**config.mk**
```make
export PLATFORM = sky130hd
export DESIGN_NAME = lelo_temp_mcnt
export DESIGN_NICKNAME = d
export VERILOG_FILES = /design/src/rtl/lelo_temp_mcnt.sv
export SDC_FILE = /design/constraint.sdc
export NUM_CORES = 1
export LEC_CHECK = 0
export ABC_CLOCK_PERIOD_IN_PS = 5100
export BUFFER_PORTS_ARGS = -buffer_cell sky130_fd_sc_hd__buf_2
export CORE_ASPECT_RATIO = 0.5
export CORE_MARGIN = 5
export CORE_UTILIZATION = 55
export CTS_CLUSTER_DIAMETER = 200
export DETAILED_ROUTE_END_ITERATION = 8
export PLACE_DENSITY = 0.74
export RECOVER_POWER = 100
export SYNTH_ARGS = -nofsm -noshare
export SYNTH_HDL_FRONTEND = slang
export SYNTH_SLANG_ARGS = --single-unit
```
**constraint.sdc**
```tcl
create_clock -name CLK_1V8 -period 5.1 [get_ports CLK_1V8]
set_input_delay 0.51 -clock CLK_1V8 [delete_from_list [all_inputs] [get_ports CLK_1V8]]
set_output_delay 0.51 -clock CLK_1V8 [all_outputs]
set_load 0.005 [all_outputs]
```
**src/rtl/lelo_temp_mcnt.sv**
```systemverilog
// lelo_temp_mcnt: multi-channel temperature-oscillator edge counter.
// Powers one oscillator at a time, lets it settle, counts synchronized rising
// edges over a programmable window, then presents the result on a
// valid/ready handshake before moving to the next enabled channel.
// Optional build macro: LELO_TEMP_AVG_EN (four windows per channel, averaged).
module lelo_temp_mcnt #(
    parameter int NCH    = 4,
    parameter int CW     = 16,
    parameter int WINW   = 16,
    parameter int SETTLE = 16,
    localparam int CHW   = (NCH > 1) ? $clog2(NCH) : 1
) (
    input  logic               CLK_1V8,
    input  logic               RST_1V8,
    input  logic               START,
    input  logic [NCH-1:0]     CH_EN,
    input  logic [WINW-1:0]    WIN_LEN,
    input  logic [NCH-1:0]     OSC_TEMP_1V8,
    output logic [NCH-1:0]     PWRUP_1V8,
    output logic               BUSY,
    output logic [CW-1:0]      DATA,
    output logic [CHW-1:0]     DATA_CH,
    output logic               DATA_OVF,
    output logic               DATA_VALID,
    input  logic               DATA_READY
);

    localparam int SW = (SETTLE > 1) ? $clog2(SETTLE) : 1;

    typedef enum logic [1:0] {ST_IDLE, ST_SETTLE, ST_COUNT, ST_HOLD} state_t;

    state_t          state;
    logic [NCH-1:0]  en_mask;
    logic [WINW-1:0] win_len;
    logic [CHW-1:0]  ch;
    logic [SW-1:0]   settle_cnt;
    logic [WINW-1:0] win_cnt;
    logic [CW-1:0]   count;
    logic            cnt_ovf;
    logic [1:0]      sync;
    logic            sync_prev;
    logic [NCH-1:0]  pwr;
    logic            busy_st;
    logic [CW-1:0]   result;
    logic [CHW-1:0]  result_ch;
    logic            result_ovf;
    logic            result_vld;

    logic            osc_sel;
    logic            rise;
    logic [CW:0]     cnt_nxt;
    logic [WINW-1:0] win_load;
    logic [CHW:0]    first_sel;
    logic [CHW:0]    next_sel;

    // Saturating increment; MSB of the return value flags a lost edge.
    function automatic logic [CW:0] sat_inc(input logic [CW-1:0] v, input logic inc);
        if (inc && (&v))
            return {1'b1, v};
        return {1'b0, v + CW'(inc)};
    endfunction

    // Lowest enabled channel with index >= from; MSB is the found flag.
    function automatic logic [CHW:0] find_en(input logic [NCH-1:0] m, input int from);
        logic [CHW:0] r;
        r = '0;
        for (int i = NCH - 1; i >= 0; i--)
            if (i >= from && m[i])
                r = {1'b1, CHW'(i)};
        return r;
    endfunction

    function automatic logic [NCH-1:0] onehot(input logic [CHW-1:0] idx);
        return NCH'(1) << idx;
    endfunction

`ifdef LELO_TEMP_AVG_EN
    localparam int AW = CW + 2;

    logic [AW-1:0] acc;
    logic [AW-1:0] acc_nxt;
    logic [1:0]    widx;

    // Saturating accumulate of one window count.
    function automatic logic [AW-1:0] sat_acc(input logic [AW-1:0] a, input logic [CW-1:0] v);
        logic [AW:0] s;
        s = {1'b0, a} + {{(AW + 1 - CW){1'b0}}, v};
        return s[AW] ? {AW{1'b1}} : s[AW-1:0];
    endfunction
`endif

    // Active-channel select, edge detect, next-count and channel search.
    always_comb begin
        osc_sel   = OSC_TEMP_1V8[ch];
        rise      = sync[1] & ~sync_prev;
        cnt_nxt   = sat_inc(count, rise);
        win_load  = (win_len == '0) ? '0 : win_len - WINW'(1);
        first_sel = find_en(CH_EN, 0);
        next_sel  = find_en(en_mask, int'(ch) + 1);
`ifdef LELO_TEMP_AVG_EN
        acc_nxt   = sat_acc(acc, cnt_nxt[CW-1:0]);
`endif
    end

    // Scan FSM with registered power, busy and result outputs.
    always_ff @(posedge CLK_1V8 or posedge RST_1V8) begin
        if (RST_1V8) begin
            state      <= ST_IDLE;
            en_mask    <= '0;
            win_len    <= '0;
            ch         <= '0;
            settle_cnt <= '0;
            win_cnt    <= '0;
            count      <= '0;
            cnt_ovf    <= 1'b0;
            sync       <= '0;
            sync_prev  <= 1'b0;
            pwr        <= '0;
            busy_st    <= 1'b0;
            result     <= '0;
            result_ch  <= '0;
            result_ovf <= 1'b0;
            result_vld <= 1'b0;
`ifdef LELO_TEMP_AVG_EN
            acc        <= '0;
            widx       <= '0;
`endif
        end else begin
            sync      <= {sync[0], osc_sel};
            sync_prev <= sync[1];
            case (state)
                ST_IDLE: begin
                    if (START && (CH_EN != '0)) begin
                        en_mask    <= CH_EN;
                        win_len    <= WIN_LEN;
                        ch         <= first_sel[CHW-1:0];
                        pwr        <= onehot(first_sel[CHW-1:0]);
                        busy_st    <= 1'b1;
                        settle_cnt <= SW'(SETTLE - 1);
                        sync       <= '0;
                        sync_prev  <= 1'b0;
                        state      <= ST_SETTLE;
                    end
                end
                ST_SETTLE: begin
                    if (settle_cnt == '0) begin
                        win_cnt <= win_load;
                        count   <= '0;
                        cnt_ovf <= 1'b0;
`ifdef LELO_TEMP_AVG_EN
                        acc     <= '0;
                        widx    <= '0;
`endif
                        state   <= ST_COUNT;
                    end else begin
                        settle_cnt <= settle_cnt - SW'(1);
                    end
                end
                ST_COUNT: begin
                    if (win_cnt != '0) begin
                        win_cnt <= win_cnt - WINW'(1);
                        count   <= cnt_nxt[CW-1:0];
                        cnt_ovf <= cnt_ovf | cnt_nxt[CW];
                    end else begin
`ifdef LELO_TEMP_AVG_EN
                        if (widx != 2'd3) begin
                            widx    <= widx + 2'd1;
                            acc     <= acc_nxt;
                            win_cnt <= win_load;
                            count   <= '0;
                            cnt_ovf <= cnt_ovf | cnt_nxt[CW];
                        end else begin
                            result     <= acc_nxt[AW-1:2];
                            result_ovf <= cnt_ovf | cnt_nxt[CW];
                            result_ch  <= ch;
                            result_vld <= 1'b1;
                            pwr        <= '0;
                            state      <= ST_HOLD;
                        end
`else
                        result     <= cnt_nxt[CW-1:0];
                        result_ovf <= cnt_ovf | cnt_nxt[CW];
                        result_ch  <= ch;
                        result_vld <= 1'b1;
                        pwr        <= '0;
                        state      <= ST_HOLD;
`endif
                    end
                end
                ST_HOLD: begin
                    if (DATA_READY) begin
                        result_vld <= 1'b0;
                        if (next_sel[CHW]) begin
                            ch         <= next_sel[CHW-1:0];
                            pwr        <= onehot(next_sel[CHW-1:0]);
                            settle_cnt <= SW'(SETTLE - 1);
                            sync       <= '0;
                            sync_prev  <= 1'b0;
                            state      <= ST_SETTLE;
                        end else begin
                            busy_st <= 1'b0;
                            state   <= ST_IDLE;
                        end
                    end
                end
                default: state <= ST_IDLE;
            endcase
        end
    end

    assign PWRUP_1V8  = pwr;
    assign BUSY       = busy_st;
    assign DATA       = result;
    assign DATA_CH    = result_ch;
    assign DATA_OVF   = result_ovf;
    assign DATA_VALID = result_vld;

endmodule

```
# Word level (Yosys, flattened, before mapping)
# Cells that the tools add are included.
# W data, S select, Z words.
# totals
ff_bits	89
input_bits	28
out_inout_bits	25
wordCells	127
# op_classes
addsub	5
magnitude_cmp	5
n_eq_ne	11
shift	2
muxes	58
bitwise_logic	4
n_reduce_logical	26
# ops
operator	n
$mux W16	5
$pmux W16 S2	2
$mux W17	2
$mux W4	8
$sub A16 B1 Y16 const B	2
$mux W2	14
$pmux W4 S3	2
$add A16 B1 Y16	1
$logic_not A16 Y1	1
$ne A2 B2 Y1 const B	8
$reduce_and A16 Y1	1
$reduce_bool A16 Y1	1
$mux W1	13
$mux W3	4
$reduce_and A4 Y1	3
$reduce_and A5 Y1	2
$pmux W1 S2	4
$pmux W2 S2	2
$pmux W2 S4	1
$shl A1 B2 Y4 const A	2
$ge A1 B3 Y1 const A	2
$ge A2 B3 Y1 const A	2
$logic_and A1 B1 Y1	6
$reduce_and A3 Y1	2
15 further kinds	21

# Depth between registers and ports, before layout
# Gate-level depths: netlist of run 1.
# depth
word_depth	11
ltp_mapped	8
depth_no_buf	8

# Worst setup path after synthesis of run 1
# Ideal clock, no wire load.
# synth_timing
path_type	flip-flop to flip-flop
from	register win_cnt[0]
to	register state[0]
setup_time_ps	135
t_arrival_ps	2231
required_time_ps	4965
path_slack_ps	2734
stages_incl_launch_ff	8
path_buffers	0
period_less_slack_ps	2366
cell_sequence	dfrtp_1 inv_1 ha_1 or4b_2 o41ai_4 o2111ai_2 a2111oi_2 a211oi_1
# synth_via
elab_chain_cells	3
# synth_rtl
element	line_no	source
start: declaration	37	logic [WINW-1:0] win_cnt;
start signal: assignment	147	win_cnt <= win_load;
start signal: assignment	161	win_cnt <= win_cnt - WINW'(1);
$reduce_bool A16 Y1	160	if (win_cnt != '0) begin
$ne A2 B2 Y1 (no source line)	n/a	
$reduce_and A4 Y1 (no source line)	n/a	
end signal: assignment	154	state <= ST_COUNT;
end signal: assignment	186	state <= ST_HOLD;
end signal: assignment	199	state <= ST_SETTLE;
end: declaration	32	state_t state;
# Every way passes these cells.
# A chain may end at the register's enable or synchronous reset.

# Worst setup path in the final report of run 1
# layout_timing
from	register state[0]
to	register win_cnt[5]
# layout_via
elab_chain_cells	3
word_cells_on_any_way	7
classes_between	eq/ne (4); mux (1); reduce/logical (2)
# layout_rtl
element	line_no	source
start signal: assignment	108	state <= ST_IDLE;
start signal: assignment	142	state <= ST_SETTLE;
start signal: assignment	154	
$eq A2 B2 Y1 / $eq A2 B1 Y1 (equally long branches)	131	case (state)
$ne A2 B2 Y1 (no source line) / $reduce_bool A2 Y1 (equally long branches)	n/a	
$reduce_and A3 Y1 (no source line)	n/a	
# Several ways; a longest one is shown, not always the timed one.

==> results by group, run 1 <==
Place
  • Post-DP HPWL: 7.86 mm
  • Gpl congestion: 0.926
  • Port bufs: 52
  • Cell Area, Placed: 5190 um^2

Yosys
  • Synth Area in Adders: 3.09%
  • Register area share after synthesis: 45.4%
  • YS warnings: 0
  • Top cells by area, synth: dfrtp_1 45%, mux2_2 6.3%, o21ai_0 5.1%, nand2_1 3.8%, ha_1 3.1%
  • Post-synthesis xor/xnor area fraction: 3.79%
  • Top cells by count, synth: 88 x dfrtp_1, 49 x nand2_1, 49 x o21ai_0
  • #FFs+latches synth: 88
  • Synth cell types: 63
  • Mux share of post-synthesis cell area: 6.73%
  • Mapped Cells: 496
  • Async S/R FF share, synth: 100%
  • Synth Area in Simple Gates: 17.1%
  • Share of the synthesized area in the top cell type: 45.4%
  • Compound-Gate Fraction of Synth Area: 19.9%
  • Syn Nets: 536
  • Synth Cell Area: 4850 um^2
  • Most numerous cell in the Yosys netlist: dfrtp_1
  • Post-synth EDFFs: 0
  • Biggest area consumer among synthesized cells: dfrtp_1
  • Average cell area after synthesis: 9.79 um^2
  • Largest family of logic cells by synthesized area: compound AO/OA/AOI/OAI gates
  • Ys flop type: dfrtp_1

CTS
  • Skew-Pair Late Insertion Delay: 0.34 ns
  • Setup repair bufs after CTS: 0
  • Clk sinks: 88
  • Number of gates resized after CTS: 0
  • Clk buf depth: 2
  • Reg clk slew, reported paths: 0.06 ns
  • Root buffer cell: clkbuf_16
  • CTS tree: yes
  • Total CTS buffers: 9
  • CTS Hold Bufs: 0
  • H-tree depth: 3

Die
  • Die ar.: 10900 um^2
  • Core ar.: 8650 um^2
  • Die Ht: 76.4 um
  • Die width: 143 um
  • # rows: 24
  • Starting Density: 56.1%
  • Boundary Pins: 53

GRT
  • Total congestion overflow: 0
  • Number of global-route vias before repair: 3727
  • Tot GR Track Use: 21.2%
  • Antenna violations before repair: 0
  • Largest net degree at the start of global routing: 51
  • Wire length of the first global-routing pass: 18.8 mm

Detailed routing
  • Via count: 3994
  • Drt drc: 0
  • Vias per inst: 6.02
  • Drt total wl: 11.1 mm
  • Routed Antenna Nets: 0
  • Initial DRC count: 358
  • Pre-Repair DR Iteration Count: 5
  • DR WL/cell: 16.7 um

Power and ir drop
  • Maximum vdd drop: 0.300 mV
  • PD cells: 544 nW/um^2
  • Pleak: 2.36 nW

Finish
  • Layout Utilization: 63.0%
  • Register area: 2200 um^2
  • P&R area growth vs syn: 12.2%
  • Share of cells above drive strength 1: 18.1%
  • Multi-input gate area: 2430 um^2
  • Design area: 5450 um^2
  • Fillcell total: 763
  • Antenna cells: 0
  • Nets: 582

Flow run
  • Max Cap Viol: 2

STA
  • Max Freq: 277 MHz
  • Period utilization: 70.7%
  • Worst slew pin tran: 1.70 ns
  • Unrepaired setup endpoints after global routing: no
  • Clk_skew: 0.00522 ns
  • Setup violations, final: 0
  • Final TNS setup: 0 ns
  • Final hold vios: 0
  • Crit path time final: 3.60 ns
  • Final Slew Violations: 63
  • Max-slew headroom at the worst pin: -14.0%

Outcome
  • Status: complete, but fails checks
  • Failing checks: max-capacitance violations, max-slew violations

Critical path
  • CP required: 5.29 ns
  • Slowest stage delay, CP: 0.70 ns
  • WP data arrival: 3.80 ns
  • CP endpoint kind: flop
  • CP max FO: 22
  • CP Cell Sequence: inv_1 -> ha_1 -> inv_1 -> o21ai_0 -> o21ai_1 -> o21ai_0 -> o221ai_1
  • Kind of critical path: flop to flop
  • Critical path's slowest cell: o21ai_1
  • Worst setup SP type: flop

Hold path
  • Hold WC Path Type: input pin to flop
## layout by cell type (no fill, tap or decap), types with 3 or more instances in the layout
cell / netlist / final
clkbuf_1: 15 / 13
nor2_1: 16 / 16
xor2_1: 6 / 6
clkbuf_16: 0 / 9
nor3b_1: 3 / 3
o211ai_1: 7 / 7
or3_1: 7 / 7
or4_1: 3 / 3
or3_2: 6 / 6
o21a_1: 9 / 9
nand4b_1: 3 / 3
o21ai_0: 49 / 49
a31oi_1: 10 / 10
a22o_1: 3 / 3
inv_1: 28 / 27
nand4_1: 9 / 9
xnor2_1: 15 / 15
a21o_1: 5 / 5
o31a_1: 3 / 3
a21oi_1: 25 / 25
nor4_1: 6 / 6
dfrtp_1: 88 / 88
nand2_1: 49 / 49
nor3_1: 15 / 15
nor2b_1: 3 / 3
mux2_2: 27 / 27
ha_1: 12 / 12
a211oi_1: 5 / 5
o31ai_1: 3 / 3
nand3_1: 12 / 12
buf_2: 0 / 42
o221ai_1: 4 / 4
and3_1: 9 / 9
and4_1: 3 / 3
o41ai_1: 2 / 3
## per-layer routing
metal | part of all wire, % | GRT usage, % | up-vias
met2 | 41 | 29.1 | 163
li1 | - | - | 1928
met3 | 7.6 | 6.39 | 12
met1 | 50 | 32.3 | 1891
met5 | 0 | 0 | -
met4 | 1.2 | 5.41 | 0
## cells by family after synthesis
logic type	Yosys count
simple gates	155
compound gates	145
flops	88
buf+inv	47
mux	28
xor+xnor	21
fa+ha+maj	12
## registers in the layout, summed over array words and instances, names as in the netlist
| signal | flops |
|---|---|
| DATA | 16 |
| count | 16 |
| win_cnt | 16 |
| win_len | 16 |
| PWRUP_1V8 | 4 |
| settle_cnt | 4 |
| en_mask | 3 |
| DATA_CH | 2 |
| ch | 2 |
| state | 2 |
| sync | 2 |
| BUSY | 1 |
| DATA_OVF | 1 |
| DATA_VALID | 1 |
| cnt_ovf | 1 |
| sync_prev | 1 |
## report_power, final
| group | switching (mW) | internal [mW] | total (mW) | leakage (nW) |
|---|---|---|---|---|
| clock | 0.259 | 0.425 | 0.684 | 0.149 |
| sequential | 0.214 | 0.898 | 1.11 | 1.13 |
| combinational | 0.678 | 0.486 | 1.16 | 1.08 |
| total | 1.15 | 1.81 | 2.96 | 2.36 |
## worst max-delay path: cells and delay by family, from the launching register on
| family | cells | cell delay, ns |
|---|---|---|
| adder cells (fa/ha/maj) | 1 | 0.68 |
| AO/OA/AOI/OAI | 4 | 1.80 |
| flip-flops | 1 | 0.43 |
| buffers and inverters | 2 | 0.54 |
## path summary, 6_finish.rpt
check	cells past startpoint	start	end	slack (ns)
worst max-delay path	7	state[0]$_DFFE_PP0P_	win_cnt[5]$_DFFE_PP0P_	1.50
max in group asynchronous	3	RST_1V8	count[1]$_DFFE_PP0P_	3.20
worst min register to register	1	sync[0]$_DFF_PP0_	sync[1]$_DFF_PP0_	0.46
worst min-delay path	2	WIN_LEN[11]	win_len[11]$_DFFE_PP0P_	0.40
min in group asynchronous	2	RST_1V8	win_cnt[12]$_DFFE_PP0P_	0.57
worst max register to register	7	state[0]$_DFFE_PP0P_	win_cnt[5]$_DFFE_PP0P_	1.50
## stage by stage
step / hold WS (ns) / std cells / total power [mW] / setup WS [ns]
after floorplan: 0.433 / 496 / 1.99 / 2.31
after global placement: 0.436 / 648 / 2.26 / 2.04
after detailed placement: 0.446 / 648 / 2.29 / 1.80
after CTS: 0.255 / 663 / 2.99 / 1.78
after global routing: 0.392 / 663 / 3.17 / 1.19
final: 0.400 / 663 / 2.96 / 1.50
## final cells by class
type | instances | area share (%)
timing repair buffer | 54 | 4.76
clock inverter | 4 | 1.29
clock buffer | 11 | 4.27
tap | 117 | 2.69
inverter | 28 | 1.95
sequential | 88 | 40.4
multi-input combinational | 361 | 44.6
Note: power is estimated with default switching activity, not from simulation.
==> run 2, diff against run 1 <==
Settings changed: ABC_AREA from default to 1, ABC_CLOCK_PERIOD_IN_PS 5100 to 3700.
Clock period 5.1 ns to 3.7 ns, I/O delays scaled along.
==> results by group, run 2 <==
Power and ir drop
  • Clk pwr share: 20.6% (-2.5 points)
  • Switch share: 43.6% (+4.7 points)
  • Internal Power: 2.38 mW (+32%)
  • PD cells: 722 nW/um^2 (+33%)
  • Psw: 1.84 mW (+60%)
  • Power Total: 4.22 mW (+43%)
  • Pleak: 3.12 nW (+32%)
  • Part of the power in registers: 35.5% (-2.1 points)
  • Combinational fraction of design power: 43.9% (+4.6 points)
  • Maximum vdd drop: 0.339 mV (+13%)

Die
  • Die Ht: 79.1 um (+3.5%)
  • Starting Density: 56.0% (-0.16 points)
  • Die width: 148 um (+3.7%)
  • Core ar.: 9380 um^2 (+8.5%)
  • Boundary Pins: 53 (unchanged)
  • # rows: 25 (+4.2%)
  • Die ar.: 11700 um^2 (+7.4%)

STA
  • Final hold vios: 0 (unchanged)
  • Worst slew pin tran: 2.36 ns (+0.654 ns)
  • Max-slew headroom at the worst pin: -57.9% (-44 points)
  • Clk_skew: 0.00807 ns (+0.00285 ns)
  • Period utilization: 79.6% (+8.9 points)
  • Unrepaired setup endpoints after global routing: no
  • Setup violations, final: 0 (unchanged)
  • Max Freq: 340 MHz (+22%)
  • Final Slew Violations: 56 (-11%)
  • Final TNS setup: 0 ns (unchanged)
  • Crit path time final: 2.94 ns (-0.661 ns)

Yosys
  • Post-synth EDFFs: 0 (unchanged)
  • Share of the synthesized area in the top cell type: 41.9% (-3.4 points)
  • YS warnings: 0 (unchanged)
  • Synth Cell Area: 5250 um^2 (+8.2%)
  • Top cells by area, synth: dfrtp_1 42%, nand2_1 21%, inv_1 5.9%, nand3_1 5.0%, nor2_1 4.6%
  • Ys flop type: dfrtp_1
  • Biggest area consumer among synthesized cells: dfrtp_1
  • Synth cell types: 36 (-43%)
  • #FFs+latches synth: 88 (unchanged)
  • Async S/R FF share, synth: 100% (unchanged)
  • Top cells by count, synth: 294 x nand2_1, 88 x dfrtp_1, 82 x inv_1
  • Syn Nets: 786 (+47%)
  • Most numerous cell in the Yosys netlist: nand2_1
  • Register area share after synthesis: 41.9% (-3.4 points)
  • Average cell area after synthesis: 7.04 um^2 (-28%)
  • Mapped Cells: 746 (+50%)

CTS
  • CTS Hold Bufs: 0 (unchanged)
  • Skew-Pair Late Insertion Delay: 0.34 ns (about the same)
  • CTS tree: yes
  • Total CTS buffers: 9 (unchanged)
  • H-tree depth: 3 (unchanged)
  • Reg clk slew, reported paths: 0.06 ns (about the same)
  • Root buffer cell: clkbuf_16
  • Clk buf depth: 2 (unchanged)
  • Number of gates resized after CTS: 0 (unchanged)
  • Setup repair bufs after CTS: 0 (unchanged)
  • Clk sinks: 88 (unchanged)

Detailed routing
  • Initial DRC count: 301 (-16%)
  • Pre-Repair DR Iteration Count: 5 (unchanged)
  • Drt drc: 0 (unchanged)
  • Via count: 4782 (+20%)
  • Drt total wl: 11.8 mm (+6.1%)
  • Vias per inst: 5.19 (-14%)
  • DR WL/cell: 12.8 um (-24%)
  • Routed Antenna Nets: 0 (unchanged)

Critical path
  • Worst setup SP type: flop
  • CP max FO: 30 (+36%)
  • WP data arrival: 3.17 ns (-0.63 ns)
  • CP endpoint kind: flop
  • CP required: 3.93 ns (-1.36 ns)
  • R2R Setup Slk: 0.76 ns (-0.74 ns)
  • Kind of critical path: flop to flop

Finish
  • Design area: 5840 um^2 (+7.3%)
  • P&R area growth vs syn: 11.2%
  • Most common cell after layout, fill and taps aside: nand2_1
  • Fillcell total: 898 (+18%)
  • Antenna cells: 0 (unchanged)
  • Share of cells above drive strength 1: 10.7% (-7.4 points)
  • Nets: 836 (+44%)
  • Most frequent cells in the layout: 296 x nand2_1, 88 x dfrtp_1, 82 x inv_1

GRT
  • Antenna violations before repair: 0 (unchanged)
  • Number of global-route vias before repair: 4303 (+15%)
  • Tot GR Track Use: 21.2% (+0.049 points)
  • Largest net degree at the start of global routing: 56 (+9.8%)
  • Total congestion overflow: 0 (unchanged)
  • Wire length of the first global-routing pass: 20.2 mm (+7.6%)

Place
  • Cell Area, Placed: 5600 um^2 (+8.0%)
  • Post-DP HPWL: 8.51 mm (+8.3%)
  • Port bufs: 52 (unchanged)
  • Gpl congestion: 0.927 (+0.14%)

Hold path
  • Hold WC Path Type: input pin to flop

Outcome
  • Status: complete, but fails checks
  • Failing checks: max-capacitance violations, max-slew violations

Flow run
  • Max Cap Viol: 1 (-1)
-- run 2: cell types whose count changed after synthesis, moves of 13 or more --
cell | previous run | this run
nand2_1 | 49 | 294
inv_1 | 28 | 82
nor2_1 | 16 | 65
nand3_1 | 12 | 52
mux2_2 | 27 | 3
o21ai_0 | 49 | 31
a21oi_1 | 25 | 11
xnor2_1 | 15 | 1
o21ai_1 | 0 | 13
-- run 2: final cells by class --
type / count / area [um^2] / share of cell area [%]
well taps: 121 / 151 / 2.59
inverters: 85 / 320 / 5.48
flip-flops and latches: 88 / 2200 / 37.7
clock buffers: 14 / 274 / 4.69
repair buffers: 57 / 268 / 4.58
multi-input cells: 555 / 2610 / 44.7
clock inverters: 2 / 12.5 / 0.214
-- run 2: routing by layer --
layer  vias to the layer above  part of all wire, %  track usage, %
li1                       2438                    -               -
met1                      2221                   50            30.7
met2                       112                   44            33.3
met3                        11                  5.1            4.16
met4                         0                 0.92            4.70
met5                         -                    0               0
-- run 2: critical path, cell delays in order (launching register included) --
cell and delay [ns]:
dfrtp_1 0.42, inv_1 0.14, ha_1 0.57, inv_1 0.37, o21ai_0 0.23, nand2_1 0.09
inv_1 0.72, nand2_1 0.12, nor2_1 0.12, nor2_1 0.04
-- run 2: power groups by stage --
stage | registers (mW) | logic (mW) | clock network [mW]
2_1_floorplan | 1.45 | 1.48 | 0
3_3_place_gp | 1.50 | 1.82 | 0
3_5_place_dp | 1.50 | 1.87 | 0
4_1_cts | 1.49 | 1.88 | 0.887
5_1_grt | 1.54 | 2.14 | 0.929
6_report | 1.50 | 1.85 | 0.870
-- run 2: kinds of logic (layout without fill, tap and decap cells) --
group / Yosys count / count (layout) / share of synthesized area [%]
mux: 3 / 3 / 0.643
xor+xnor: 14 / 14 / 2.33
buf+inv: 103 / 158 / 8.03
simple gates: 457 / 457 / 36.8
flops: 88 / 88 / 41.9
fa+ha+maj: 12 / 12 / 2.86
compound gates: 69 / 69 / 7.46
-- run 2: path summary, 6_finish.rpt --
check,startpoint,endpoint,cells past startpoint
hold / removal,WIN_LEN[9],win_len[9]$_DFFE_PP0P_,3
setup reg to reg,state[0]$_DFFE_PP0P_,win_cnt[9]$_DFFE_PP0P_,9
min in group asynchronous,RST_1V8,win_cnt[14]$_DFFE_PP0P_,2
hold reg to reg,sync[0]$_DFF_PP0_,sync[1]$_DFF_PP0_,2
max in group asynchronous,RST_1V8,DATA[12]$_DFFE_PP0P_,3
setup / recovery,state[0]$_DFFE_PP0P_,win_cnt[9]$_DFFE_PP0P_,9
-- run 2: per-stage QoR --
stage                     hold WS, ns  worst slack, ns  util [%]  instances
after floorplan                 0.413             1.05         -        746
after global placement          0.415             1.11      59.7        906
after detailed placement        0.427            0.973      59.7        906
after CTS                       0.229            0.949      62.7        922
after global routing            0.247            0.476      62.2        922
final                           0.232            0.756      62.2        922
==> run 3, diff against run 2 <==
Settings changed: ABC_AREA 1 to 0, ABC_CLOCK_PERIOD_IN_PS 3700 to 3000.
Clock period 3.7 ns to 3 ns, I/O delays scaled along.
==> results by group, run 3 (synthesis results as in run 1) <==
Outcome
  • Status: complete, but fails checks
  • Failing checks: max-capacitance violations, max-slew violations

CTS
  • Skew-Pair Late Insertion Delay: 0.34 ns (about the same)
  • CTS Hold Bufs: 0 (unchanged)
  • Root buffer cell: clkbuf_16
  • Clk sinks: 88 (unchanged)
  • CTS tree: yes
  • Reg clk slew, reported paths: 0.07 ns (about the same)
  • Setup repair bufs after CTS: 0 (unchanged)
  • H-tree depth: 3 (unchanged)
  • Number of gates resized after CTS: 0 (unchanged)
  • Total CTS buffers: 9 (unchanged)
  • Clk buf depth: 2 (unchanged)

Detailed routing
  • Routed Antenna Nets: 0 (unchanged)
  • Via count: 4027 (-16%)
  • Pre-Repair DR Iteration Count: 4 (-1)
  • Drt total wl: 11.1 mm (-5.9%)
  • DR WL/cell: 16.4 um (+28%)
  • Initial DRC count: 307 (+2.0%)
  • Drt drc: 0 (unchanged)
  • Vias per inst: 5.95 (+15%)

Finish
  • P&R area growth vs syn: 13.5%
  • Nets: 595 (-29%)
  • Most frequent cells in the layout: 88 x dfrtp_1, 49 x nand2_1, 49 x o21ai_0
  • Antenna cells: 0 (unchanged)
  • Register area: 2200 um^2 (unchanged)
  • Fillcell total: 751 (-16%)
  • Share of cells above drive strength 1: 19.8% (+9.1 points)
  • Multi-input gate area: 2450 um^2 (-6.3%)
  • Layout Utilization: 63.7% (+1.5 points)
  • Most common cell after layout, fill and taps aside: dfrtp_1

Die
  • # rows: 24 (-4.0%)
  • Die width: 143 um (-3.6%)
  • Die ar.: 10900 um^2 (-6.9%)
  • Core ar.: 8650 um^2 (-7.8%)
  • Starting Density: 56.1% (+0.16 points)
  • Boundary Pins: 53 (unchanged)
  • Die Ht: 76.4 um (-3.4%)

STA
  • PnR worst setup slack: 0.260 ns (-0.496 ns)
  • Final TNS setup: 0 ns (unchanged)
  • Max Freq: 365 MHz (+7.4%)
  • Final hold vios: 0 (unchanged)
  • Worst slew pin tran: 1.85 ns (-0.509 ns)
  • Max-slew headroom at the worst pin: -23.8% (+34 points)
  • Crit path time final: 2.74 ns (-0.204 ns)
  • Final Slew Violations: 42 (-25%)
  • Period utilization: 91.3% (+12 points)
  • Unrepaired setup endpoints after global routing: no
  • Setup violations, final: 0 (unchanged)
  • Clk_skew: 0.00680 ns (-0.00126 ns)
  • Fin Hold WS: 0.184 ns (-0.0478 ns)

Critical path
  • Kind of critical path: flop to flop
  • Worst setup SP type: flop
  • Worst path depth: 8 (-1)
  • Top Family by Delay on Critical Path: simple AND/OR/NAND/NOR gates
  • CP Cell Sequence: inv_1 -> ha_1 -> or4b_2 -> or4_1 -> o21ai_2 -> buf_4 -> a21oi_1 -> o21ai_0
  • Critical path's slowest cell: or4b_2
  • Reg2reg path depth: 8 (-1)
  • Slowest stage delay, CP: 0.66 ns (-0.06 ns)
  • Worst R2R End: count[11]$_DFFE_PP0P_
  • WP data arrival: 3.00 ns (-0.17 ns)
  • RR Startpoint: win_cnt[0]$_DFFE_PP0P_
  • CP bufs+invs: 2 (-1)
  • CP max FO: 11 (-63%)
  • CP endpoint kind: flop
  • R2R Setup Slk: 0.26 ns (-0.50 ns)
  • CP required: 3.26 ns (-0.67 ns)

GRT
  • Largest net degree at the start of global routing: 42 (-25%)
  • Antenna violations before repair: 0 (unchanged)
  • GR Util met2: 30.5% (-2.9 points)
  • Busiest layer in global routing: met1
  • Number of global-route vias before repair: 3851 (-11%)
  • Wire length of the first global-routing pass: 19.0 mm (-6.0%)
  • Grt met1 use: 32.8% (+2.0 points)
  • Tot GR Track Use: 21.5% (+0.21 points)
  • Total congestion overflow: 0 (unchanged)
  • Met3 Usage GRT: 5.33% (+1.2 points)

Power and ir drop
  • Psw: 2.03 mW (+10%)
  • Maximum vdd drop: 0.614 mV (+81%)
  • Switch share: 40.6% (-3.0 points)
  • Clk pwr share: 20.8% (+0.2 points)
  • Power Total: 5.00 mW (+18%)
  • Part of the power in registers: 37.7% (+2.2 points)
  • Internal Power: 2.97 mW (+25%)
  • Combinational fraction of design power: 41.6% (-2.3 points)
  • Pleak: 2.40 nW (-23%)
  • PD cells: 908 nW/um^2 (+26%)

Place
  • Port bufs: 52 (unchanged)
  • Gpl congestion: 0.895 (-3.5%)
  • Post-DP HPWL: 8.09 mm (-5.0%)
  • Pre-CTS setup slack: 0.314 ns (-0.659 ns)

Hold path
  • Worst min-delay path startpoint: WIN_LEN[1]
  • Worst hold stages: 2 (-1)
  • Worst hold endpoint: win_len[1]$_DFFE_PP0P_
  • Hold WC Path Type: input pin to flop

Flow run
  • Max Cap Viol: 1 (unchanged)
==> run 3: power groups by stage <==
stage               Clock [mW]  Combinational (mW)  Sequential, mW
global route              1.11                2.29            1.94
floorplan                    0                1.58            1.80
finish                    1.04                2.08            1.88
detailed placement           0                2.09            1.89
CTS                       1.06                2.11            1.88
global placement             0                2.06            1.89
==> run 3: worst max-delay path by stage <==
stage | startpoint | endpoint | slack (ns)
floorplan | RST_1V8 | BUSY$_DFFE_PP0P_ | 0.42
global placement | win_cnt[0]$_DFFE_PP0P_ | win_cnt[1]$_DFFE_PP0P_ | 0.41
detailed placement | win_cnt[0]$_DFFE_PP0P_ | count[11]$_DFFE_PP0P_ | 0.31
CTS | win_cnt[0]$_DFFE_PP0P_ | count[11]$_DFFE_PP0P_ | 0.29
global route | win_cnt[0]$_DFFE_PP0P_ | win_cnt[5]$_DFFE_PP0P_ | 0.11
finish | win_cnt[0]$_DFFE_PP0P_ | count[11]$_DFFE_PP0P_ | 0.26
==> run 3: area by class of cell <==
| cell class | instances | share of cell area (%) |
|---|---|---|
| repair buffers | 67 | 6.06 |
| flip-flops and latches | 88 | 40.0 |
| well taps | 117 | 2.66 |
| clock inverters | 7 | 0.863 |
| inverters | 28 | 1.93 |
| clock buffers | 9 | 4.09 |
| multi-input cells | 361 | 44.4 |
==> run 3: through the flow <==
step,cell area (um^2),instances
floorplan,4850,496
global placement,5290,661
detailed placement,5290,661
CTS,5560,677
global route,5510,677
finish,5510,677
==> run 3: per-layer routing <==
layer	up-vias	routed length (um)
met5	-	0
met4	0	110
met3	9	687
met2	123	4670
met1	1939	5610
li1	1956	-
==> run 3: worst reg2reg max path: stages, from the launching register on <==
cell and delay (ns):
dfrtp_1 0.42, inv_1 0.10, ha_1 0.16, or4b_2 0.66, or4_1 0.47, o21ai_2 0.36
buf_4 0.26, a21oi_1 0.06, o21ai_0 0.18
